## src/rtl/fp_cvt_arb.sv

```systemverilog
// Round-robin shared controller for the int-to-float converter (fcvt.s.w).
// Two requesters feed a 2-stage valid/ready pipeline; results carry NX, tag and source.
module fp_cvt_arb #(
  parameter int unsigned TAG_W = 5,
  parameter int unsigned CNT_W = 32
) (
  input  logic             clk,
  input  logic             rst,
  input  logic             flush,
  input  logic             req0_valid,
  output logic             req0_ready,
  input  logic [31:0]      req0_data,
  input  logic [TAG_W-1:0] req0_tag,
  input  logic             req1_valid,
  output logic             req1_ready,
  input  logic [31:0]      req1_data,
  input  logic [TAG_W-1:0] req1_tag,
  output logic             out_valid,
  input  logic             out_ready,
  output logic [31:0]      out_data,
  output logic [4:0]       out_flags,
  output logic [TAG_W-1:0] out_tag,
  output logic             out_src,
  output logic [CNT_W-1:0] conv_cnt
);

  // Signed int32 to IEEE single, round-to-nearest-even; returns {nx, result}.
  function automatic logic [32:0] fp_cvt(input logic [31:0] op);
    logic        sign;
    logic [31:0] mag;
    logic [31:0] norm;
    logic [4:0]  lead;
    logic        rnd;
    logic [23:0] frac;
    logic [7:0]  expo;
    sign = op[31];
    mag  = sign ? (~op + 32'd1) : op;
    lead = '0;
    for (int i = 0; i < 32; i++) begin
      if (mag[i]) lead = 5'(i);
    end
    norm = mag << (5'd31 - lead);
    // Guard bit set and either sticky bits or an odd LSB means round up.
    rnd  = norm[7] & ((|norm[6:0]) | norm[8]);
    frac = {1'b0, norm[30:8]} + 24'(rnd);
    expo = 8'd127 + {3'd0, lead} + {7'd0, frac[23]};
    if (!norm[31]) return 33'd0;
    return {|norm[7:0], sign, expo, frac[22:0]};
  endfunction

  logic             s1_v, s2_v, rr;
  logic [31:0]      s1_data;
  logic [TAG_W-1:0] s1_tag;
  logic             s1_src;
  logic             s1_can_load, s2_can_load;
  logic             gnt0, gnt1, acc, acc_src;
  logic [32:0]      cvt;

  always_comb begin
    s2_can_load = !s2_v | out_ready;
    s1_can_load = !s1_v | s2_can_load;
    gnt0        = req0_valid & (!req1_valid | !rr);
    gnt1        = req1_valid & (!req0_valid | rr);
    req0_ready  = gnt0 & s1_can_load & !flush;
    req1_ready  = gnt1 & s1_can_load & !flush;
    acc_src     = req1_valid & req1_ready;
    acc         = (req0_valid & req0_ready) | acc_src;
    cvt         = fp_cvt(s1_data);
    out_valid   = s2_v;
  end

  always_ff @(posedge clk or posedge rst) begin
    if (rst) begin
      s1_v    <= 1'b0;
      s1_data <= '0;
      s1_tag  <= '0;
      s1_src  <= 1'b0;
      rr      <= 1'b0;
    end else if (flush) begin
      s1_v <= 1'b0;
    end else if (s1_can_load) begin
      s1_v <= acc;
      if (acc) begin
        s1_data <= acc_src ? req1_data : req0_data;
        s1_tag  <= acc_src ? req1_tag : req0_tag;
        s1_src  <= acc_src;
        rr      <= ~acc_src;
      end
    end
  end

  always_ff @(posedge clk or posedge rst) begin
    if (rst) begin
      s2_v      <= 1'b0;
      out_data  <= '0;
      out_flags <= '0;
      out_tag   <= '0;
      out_src   <= 1'b0;
    end else if (flush) begin
      s2_v <= 1'b0;
    end else if (s2_can_load) begin
      s2_v <= s1_v;
      if (s1_v) begin
        out_data  <= cvt[31:0];
        out_flags <= {4'b0000, cvt[32]};
        out_tag   <= s1_tag;
        out_src   <= s1_src;
      end
    end
  end

  always_ff @(posedge clk or posedge rst) begin
    if (rst) begin
      conv_cnt <= '0;
    end else if (!flush && s2_v && out_ready) begin
      conv_cnt <= conv_cnt + 1'b1;
    end
  end

endmodule

```

## config.mk

```make
export PLATFORM = sky130hd
export DESIGN_NAME = fp_cvt_arb
export DESIGN_NICKNAME = d
export VERILOG_FILES = /design/src/rtl/fp_cvt_arb.sv
export SDC_FILE = /design/constraint.sdc
export NUM_CORES = 1
export LEC_CHECK = 0
export CORE_ASPECT_RATIO = 0.7
export CORE_MARGIN = 2
export CORE_UTILIZATION = 45
export CTS_BUF_LIST = sky130_fd_sc_hd__clkbuf_16
export DETAILED_ROUTE_END_ITERATION = 16
export PLACE_DENSITY = 0.69
export SYNTH_ARGS = -nofsm -noshare
export SYNTH_HDL_FRONTEND = slang
export SYNTH_SLANG_ARGS = --single-unit
```

## constraint.sdc

```tcl
create_clock -name clk -period 18.12 [get_ports clk]
set_input_delay 3.624 -clock clk [delete_from_list [all_inputs] [get_ports clk]]
set_output_delay 3.624 -clock clk [all_outputs]
set_load 0.005 [all_outputs]
```

Word level (Yosys, flattened, before mapping)

Index checks and enable logic that the tools add are counted.

Output and inout bits: 78
Word-level logic and storage cells: 89
Register bits: 112
Input port bits: 80

Bitwise gates (word level): 18
Reduce and logical (&&, ||, !) cells: 14
$add $sub $neg: 6
Multiplexer cells: 39
Shifts and indexed selects: 1

Operators with widths:

| cell                                          | count |
|---|---|
| 2-to-1 mux 5 bit                              | 31 |
| adder 32 x 1 -> 32 bit, second input constant | 2 |
| 2-to-1 mux 32 bit                             | 2 |
| 2-to-1 mux 33 bit                             | 1 |
| NOT 32 bit                                    | 1 |
| << shifter 32 x 5 -> 32 bit                   | 1 |
| adder 23 x 1 -> 24 bit                        | 1 |
| bitwise AND 1 bit                             | 9 |
| adder 7 x 5 -> 8 bit, first input constant    | 1 |
| adder 8 x 1 -> 8 bit                          | 1 |
| OR reduction 8 bit                            | 1 |
| OR reduction 7 bit                            | 1 |
| zero test 1 bit                               | 6 |
| OR 1 bit                                      | 6 |
| AND reduction 3 bit                           | 2 |
| 2-to-1 mux 1 bit                              | 5 |
| subtractor 5 bit, first input constant        | 1 |
| nonzero test 2 bit                            | 2 |
| logical AND 1 bit                             | 2 |
| NOT 1 bit                                     | 2 |

Longest topological paths before layout

Depth in word-level cells: 42
Mapped depth: 28

Worst setup path before layout

OpenSTA, ideal clock, no wires.

Kind: input port to output port
From: in out_ready
To: out req0_ready
Slack: 10011 ps
Stages on the path: 5
Arrival time: 4485 ps
Required time: 14496 ps
Path through: nor2b_1 -> a21oi_1 -> and3_1 -> clkbuf_1 -> clkbuf_1

Word-level cells in the longest chain between the ends: 4

RTL lines:

| what                            | RTL line | text |
|---|---|---|
| from (decl)                     | 19       | `input logic out_ready,` |
| OR 1 bit                        | 60       | `s2_can_load = !s2_v \| out_ready;` |
| OR 1 bit                        | 61       | `s1_can_load = !s1_v \| s2_can_load;` |
| bitwise AND 1 bit (2 in series) | 64       | `req0_ready = gnt0 & s1_can_load & !flush;` |
| to (decl)                       | 11       | `output logic req0_ready,` |

No other way between the ends.

Worst setup path in the final report

From: in out_ready
To: out req1_ready

Word-level cells in the longest chain between the ends: 4

RTL lines:

| what                            | RTL line | text |
|---|---|---|
| OR 1 bit                        | 60       |  |
| OR 1 bit                        | 61       |  |
| bitwise AND 1 bit (2 in series) | 65       | `req1_ready = gnt1 & s1_can_load & !flush;` |
| to (decl)                       | 15       | `output logic req1_ready,` |

No other way between the ends.

==> metrics.cfg <==
[clock_network]
cts_tree = yes
clk_pin_slew_worst_paths_ps = 90
cts_root_buf = clkbuf_16
cts_buffers = 9
clock_latency_ps = 370
htree_levels = 3
cts_sinks = 112
cts_buffer_depth = 2
cts_resized = 0
post_cts_buffers = 0
postCtsHoldBufs = 0

[min_path]
hp-class = reg2reg
hold_start = s1_tag[2]

[logic_synthesis]
synth.top_cells.by_count = nand2_1, dfrtp_1, nor2_1
synth_top_cells_by_area = dfrtp_1, nand2_1, xnor2_1
synthArstFlopShare_pct = 100
synth_edf_count = 0
synth_cell_types = 104
yosysWarnings = 0
syn-cell-area_um2 = 9700
ys.flop_type = dfrtp_1
synth-seq-area-share_pct = 28.9
synth_most_common_cell = nand2_1
ys_ff_latch = 112
syn_inst = 1228
syn_area_per_cell_um2 = 7.90
synth_top_cell_by_area = dfrtp_1
netlist.area_leader.share_pct = 28.9

[timing]
rsz0062_at_grt = no
period_share_pct = 51.4
finClkSkew_ps = 16.5
hold_ws_ps = 459
layout_min_cycle_time_ps = 9320
finalSetupViolCount = 0
slew_headroom_pct = 19.4
max_freq_ghz = 0.107
hold_viol = 0
max_slew.worst_pin.slew_ps = 1200
drv_slew = 0
timing.setup.tns_ps = 0

[setup_path]
critPathMaxStageDelay_ps = 580
cp_max_fo = 39
critPathCaptureType = primary output
crit_buf_inv = 3
crit_top_cell = clkdlybuf4s50_1
crit_family = buffers and inverters
r2r_cells = 20
reg2reg_slack_ps = 10530
r2r_start = s1_data[0]
critPathLaunchType = input pin
worstSetupPathType = in2out
startpoint = out_ready
cp_num_cells = 7
worstPathArrival_ps = 5700
slowest_stage = clkdlybuf4s50_1
worstPathRequired_ps = 14500
crit_end = req1_ready
crit_chain = clkdlybuf4s50_1 -> nor2b_1 -> a21oi_1 -> nand2_1 -> a21oi_4 -> buf_4 -> clkdlybuf4s50_1
r2r-end = out_data[27]

[drt]
drtPass1Iterations = 8
vias_per_cell = 6.36
drc = 0
routedWlPerCell_um = 20.0
drt_iter0_drc = 1350
vias = 10200
route.final.wire_length_um = 32000
antenna_left = 0

[final_layout]
nets = 1400
area.growth.synth_to_final_pct = 20.0
design_area_um2 = 11600
drive_gt1_share_pct = 7.80
antenna_cells = 0

[global_route]
antenna_found_initial = 0
grt_pass1_wl_um = 51500
grt_overflow = 0
grt_use_total_pct = 27.9
grt_pass1_vias = 9224
grt_max_degree = 66

[floorplan]
die_y_um = 127
coreArea_um2 = 20900
fp-row-count = 44
die_width_um = 180
initial_utilization_pct = 46.4
ios = 158
fp.dieArea_um2 = 22800

[placement]
gp_congestion = 0.979
postPlaceCellArea_um2 = 11300
hpwlAfterDp_um = 24300
io_buffers = 153

[power_and_ir_drop]
ir_drop_v = 0.0000589
p_leak_nw = 4.50
p_per_area_nw_per_um2 = 142

[outcome]
status = finished clean

[flow_run]
max-cap-violations = 0

## worst min-delay path: cells and delay by family (launching register included)
| family | cells | cell delay (ps) |
|---|---|---|
| flops | 1 | 340 |
| simple gates | 2 | 100 |
## cells in the final DEF, fill, tap and decap left out, drive strengths merged, types with 9 or more instances in the layout
cell type / n
buf: 20
xor2: 29
nand2b: 9
nand3: 44
nor2: 78
o21ai: 76
clkdlybuf4s50: 153
a22oi: 48
or3: 10
o31ai: 35
nor4: 18
nand2: 212
clkbuf: 9
o211ai: 19
xnor2: 58
a31oi: 17
a211oi: 15
or2: 9
and3: 14
inv: 18
a221oi: 9
nand4: 24
or4: 19
a21oi: 51
nor3: 43
a21o: 12
o22ai: 18
dfrtp: 112
## kinds of logic (layout without fill, tap and decap cells)
logic type / after synthesis / in the layout / share of synthesized area, %
xor+xnor: 87 / 87 / 7.85
fa+ha+maj: 5 / 5 / 0.645
buf+inv: 114 / 203 / 5.42
compound gates: 392 / 392 / 29.6
simple gates: 510 / 510 / 26.8
mux: 7 / 7 / 0.761
flops: 112 / 112 / 28.9
other cells: 1 / 4 / 0.0386
## per-layer routing
layer | GRT usage, % | vias to the layer above | wire (um)
li1 | - | 4784 | -
met1 | 42.7 | 4793 | 15100
met2 | 38.3 | 544 | 12800
met3 | 8.47 | 35 | 3650
met4 | 5.74 | 0 | 411
met5 | 0 | - | 0
## sequential cells by signal (all words and copies together), names as in the netlist
signal     count
conv_cnt      32
out_data      32
out_flags      1
out_src        1
out_tag        5
out_valid      1
rr             1
s1_data       32
s1_src         1
s1_tag         5
s1_v           1
## worst min-delay path by stage
stage	depth (start not counted)	endpoint	slack, ps
6_report	2	out_tag[2]	460
5_1_grt	2	out_tag[2]	490
4_1_cts	2	out_tag[2]	460
3_5_place_dp	2	out_tag[3]	460
3_3_place_gp	2	out_tag[2]	440
2_1_floorplan	2	out_tag[0]	440
## where the power goes
part	total (mW)	internal (mW)	switching (mW)	leakage [nW]
Combinational	1.07	0.402	0.668	2.92
Clock	0.213	0.101	0.112	0.156
Sequential	0.367	0.303	0.0636	1.42
## through the flow
| stage | power, mW | setup WS [ps] | util, % | cells |
|---|---|---|---|---|
| after floorplan | 1.07 | 10010 | - | 1231 |
| after detailed placement | 1.40 | 8810 | 54.1 | 1580 |
| after global routing | 1.77 | 8700 | 55.6 | 1596 |
| after CTS | 1.62 | 8800 | 55.6 | 1596 |
| final | 1.65 | 8800 | 55.6 | 1596 |
| after global placement | 1.40 | 8890 | 54.1 | 1580 |
## layout make-up
class	instances	area [um^2]
Clock inverter	7	96.3
Clock buffer	9	225
Tap cell	276	345
Fill cell	1962	9280
Timing Repair Buffer	173	1680
Inverter	14	55.1
Multi-Input combinational cell	1005	6430
Sequential cell	112	2800
Power figures use the tool's default switching activity.
==> RTL edit 1: new RTL, config.mk and constraints unchanged <==
`CNT_W`: 32 -> 24.
--- a/src/rtl/fp_cvt_arb.sv
+++ b/src/rtl/fp_cvt_arb.sv
@@ -4,3 +4,3 @@
   parameter int unsigned TAG_W = 5,
-  parameter int unsigned CNT_W = 32
+  parameter int unsigned CNT_W = 24
 ) (
Ports: changed (resized conv_cnt); port bits go from 158 to 150. No check against the original RTL was run, so the function may have changed too.
==> RTL edit 1 against the unedited design <==
Wire length grew 9.3%; count of clock-buffer cells in the layout is the same; via count grew 4.6%; final area grew 0.40%; register-to-register slack lost 0.76 ns; power shrank 6.7%; sequential share of layout area shrank 1.8 points; sequential cell count shrank 8; critical endpoint unchanged; synthesized area grew 1.1%; critical path type unchanged; setup slack lost 0.47 ns; highest routed layer unchanged.
==> RTL edit 1: results <==
export IMPL_layout_drive_gt1_share_pct=8.96
export IMPL_yosysUniqueCellTypes=107
export IMPL_critPathSlowestCell="o21ai_2"
export IMPL_buffers_excl_clock=168
export IMPL_layout_nets=1419
export IMPL_r2r_end="out_data[26]$_DFFE_PP0P_"
export IMPL_portBuffers=145
export IMPL_grtUsageMet1_pct=44.8
export IMPL_vias=10622
export IMPL_synth_common_cells="nand2_1, dfrtp_1, a21oi_1, o21ai_0, nor2_1"
export IMPL_reg_top3="out_data: 32 flops, s1_data: 32 flops, conv_cnt: 24 flops"
export IMPL_place_congestion=1.04
export IMPL_wl_met2_mm=13.9
export IMPL_grt_max_degree=63
export IMPL_met3_usage_pct=9.72
export IMPL_cellLeakagePower_nw=4.51
export IMPL_slowest_delay_ns=1.00
export IMPL_critPathMaxFanout=42
export IMPL_synthAdderAreaFrac_pct=0.638
export IMPL_synthMuxAreaShare_pct=2.86
export IMPL_clk_share_pct=2.75
export IMPL_m1WireLength_mm=16.0
export IMPL_synth_compound_gate_area_share_pct=30.8
export IMPL_synth_xor_area_share_pct=7.36
export IMPL_grt_usage_pct=29.8
export IMPL_skew_ns=0.0109
export IMPL_status="complete, no violations"
export IMPL_use_met2_pct=41.1
export IMPL_wl_met3_mm=4.59
export IMPL_seqPwrFrac_pct=22.5
export IMPL_nonClkBufAreaFrac_pct=13.9
export IMPL_holdCritStartpoint="conv_cnt[23]$_DFFE_PP0P_"
export IMPL_die_w_um=180
export IMPL_hold_depth=1
export IMPL_synth_seq_cells=104
export IMPL_r2r_slack_ns=9.77
export IMPL_multi_input_area_share_pct=57.6
export IMPL_sh_seq_area_pct=22.3
export IMPL_finalPower_w=0.00154
export IMPL_crit_start="req0_valid"
export IMPL_drt_initial_drc_count=1334
export IMPL_fillers=2053
export IMPL_grt_pass1_vias=9780
export IMPL_pg_comb_w=0.000976
export IMPL_synth_seq_area_share_pct=26.5
-- RTL edit 1: cell count changes after synthesis, sizes merged, moves of 8 or more --
| cell | unedited run | this run |
|---|---|---|
| or4 | 19 | 11 |
| and3 | 14 | 46 |
| a21oi | 51 | 91 |
| o31ai | 35 | 18 |
| a22oi | 48 | 7 |
| nor3 | 43 | 52 |
| xnor2 | 58 | 47 |
| dfrtp | 112 | 104 |
| o21ai | 76 | 93 |
| mux2i | 4 | 20 |
| a2111oi | 5 | 13 |
| nand2 | 212 | 173 |
-- RTL edit 1: per-stage QoR --
step	setup slack, ns	std cells	hold slack, ns	utilization, %
2_1_floorplan	10.15	1252	0.439	-
3_3_place_gp	8.52	1605	0.460	52.8
3_5_place_dp	8.42	1605	0.462	52.8
4_1_cts	8.40	1621	0.484	54.3
5_1_grt	8.20	1621	0.492	54.3
6_report	8.33	1621	0.477	54.3
==> RTL edit 2: new RTL, same flow settings <==
Without the edit above. Make the reset (`rst`) synchronous in 3 clocked blocks.
--- a/src/rtl/fp_cvt_arb.sv
+++ b/src/rtl/fp_cvt_arb.sv
@@ -71,3 +71,3 @@
 
-  always_ff @(posedge clk or posedge rst) begin
+  always_ff @(posedge clk) begin
     if (rst) begin
@@ -91,3 +91,3 @@
 
-  always_ff @(posedge clk or posedge rst) begin
+  always_ff @(posedge clk) begin
     if (rst) begin
@@ -111,3 +111,3 @@
 
-  always_ff @(posedge clk or posedge rst) begin
+  always_ff @(posedge clk) begin
     if (rst) begin
Formal check against the unedited RTL: differs if rst is asserted again (counterexample within 4 cycles, from zero or initial values and one cycle with rst high); with rst held inactive, the same outputs for 4 cycles.
==> RTL edit 2 against the unedited design <==
Sequential share of layout area down 4.4 points; synthesized area down 1.1%; first-iteration DRC count up 5.3%; final area down 1.9%; setup slack worse by 1.1 ns; global-route usage up 2.6 points; wire length up 7.9%; via count up 3.9%; synthesized cell count up 3.6%; sequential cell count unchanged; register-to-register slack worse by 0.88 ns; worst hold slack worse by 0.0028 ns; highest routed layer unchanged.
Power is not compared: it rests on default switching activity, and its combinational part moved more than twofold at a synthesized area within 25%.
==> RTL edit 2: results <==
export IMPL_r2r_slack_ns=9.65
export IMPL_seq_cells=112
export IMPL_drt_initial_drc_count=1421
export IMPL_synth_avg_cell_area_um2=7.54
export IMPL_grt_pass1_wl_mm=54.5
export IMPL_r2r_start="s1_data[0]$_SDFFE_PP0P_"
export IMPL_drtPass1Iterations=6
export IMPL_worstPathArrival_ns=6.83
export IMPL_skew_ns=0.0107
export IMPL_slowest_delay_ns=0.97
export IMPL_synth_xor_area_share_pct=7.48
export IMPL_status="complete, no violations"
export IMPL_multi_input_area_share_pct=59.9
export IMPL_yosysUniqueCellTypes=101
export IMPL_multi_input_cells=1038
export IMPL_place_inst=1611
export IMPL_fin_crit_ns=10.45
export IMPL_fin_util_pct=54.9
export IMPL_yosys_top_cells_area="dfxtp_1, nor2_1, o21ai_0"
export IMPL_critPathMaxFanout=25
export IMPL_fillers=1993
export IMPL_sh_seq_area_pct=19.6
export IMPL_final_cell_area_mm2=0.0114
export IMPL_place_congestion=1.01
export IMPL_dp_slack_ns=7.72
export IMPL_synthAdderAreaFrac_pct=0.652
export IMPL_critPathSlowestCell="nand3_1"
export IMPL_inverters=20
export IMPL_clk_share_pct=2.56
export IMPL_r2r_end="out_data[29]$_SDFFE_PP0P_"
export IMPL_grt_pass1_vias=9610
export IMPL_whs_ns=0.456
==> RTL edit 2: changes by cell type after synthesis, sizes merged, moves of 40 or more <==
cell / before / now
mux2i: 4 / 50
dfrtp: 112 / 0
o21ai: 76 / 116
nor2: 78 / 142
nand2: 212 / 101
dfxtp: 0 / 112
==> RTL edit 2: layer usage <==
metal	share of wire (%)	global-route usage [%]
met5	0	0
met4	1.3	6.50
met3	13	10.3
met2	38	39.4
met1	48	47.6
==> RTL edit 2: power by group through the flow <==
stage | clock (W) | combinational (W) | sequential, W
after floorplan | 0 | 0.000379 | 0.000267
after global placement | 0 | 0.000507 | 0.000281
after detailed placement | 0 | 0.000507 | 0.000281
after CTS | 0.000208 | 0.000511 | 0.000275
after global routing | 0.000217 | 0.000565 | 0.000278
final | 0.000204 | 0.000530 | 0.000277
==> RTL edit 2: worst min-delay path: cells and delay by family (launching register included) <==
family           cells  cell delay [ns]
flip-flops           1             0.33
AO/OA/AOI/OAI        1             0.05
AND/OR/NAND/NOR      1             0.04
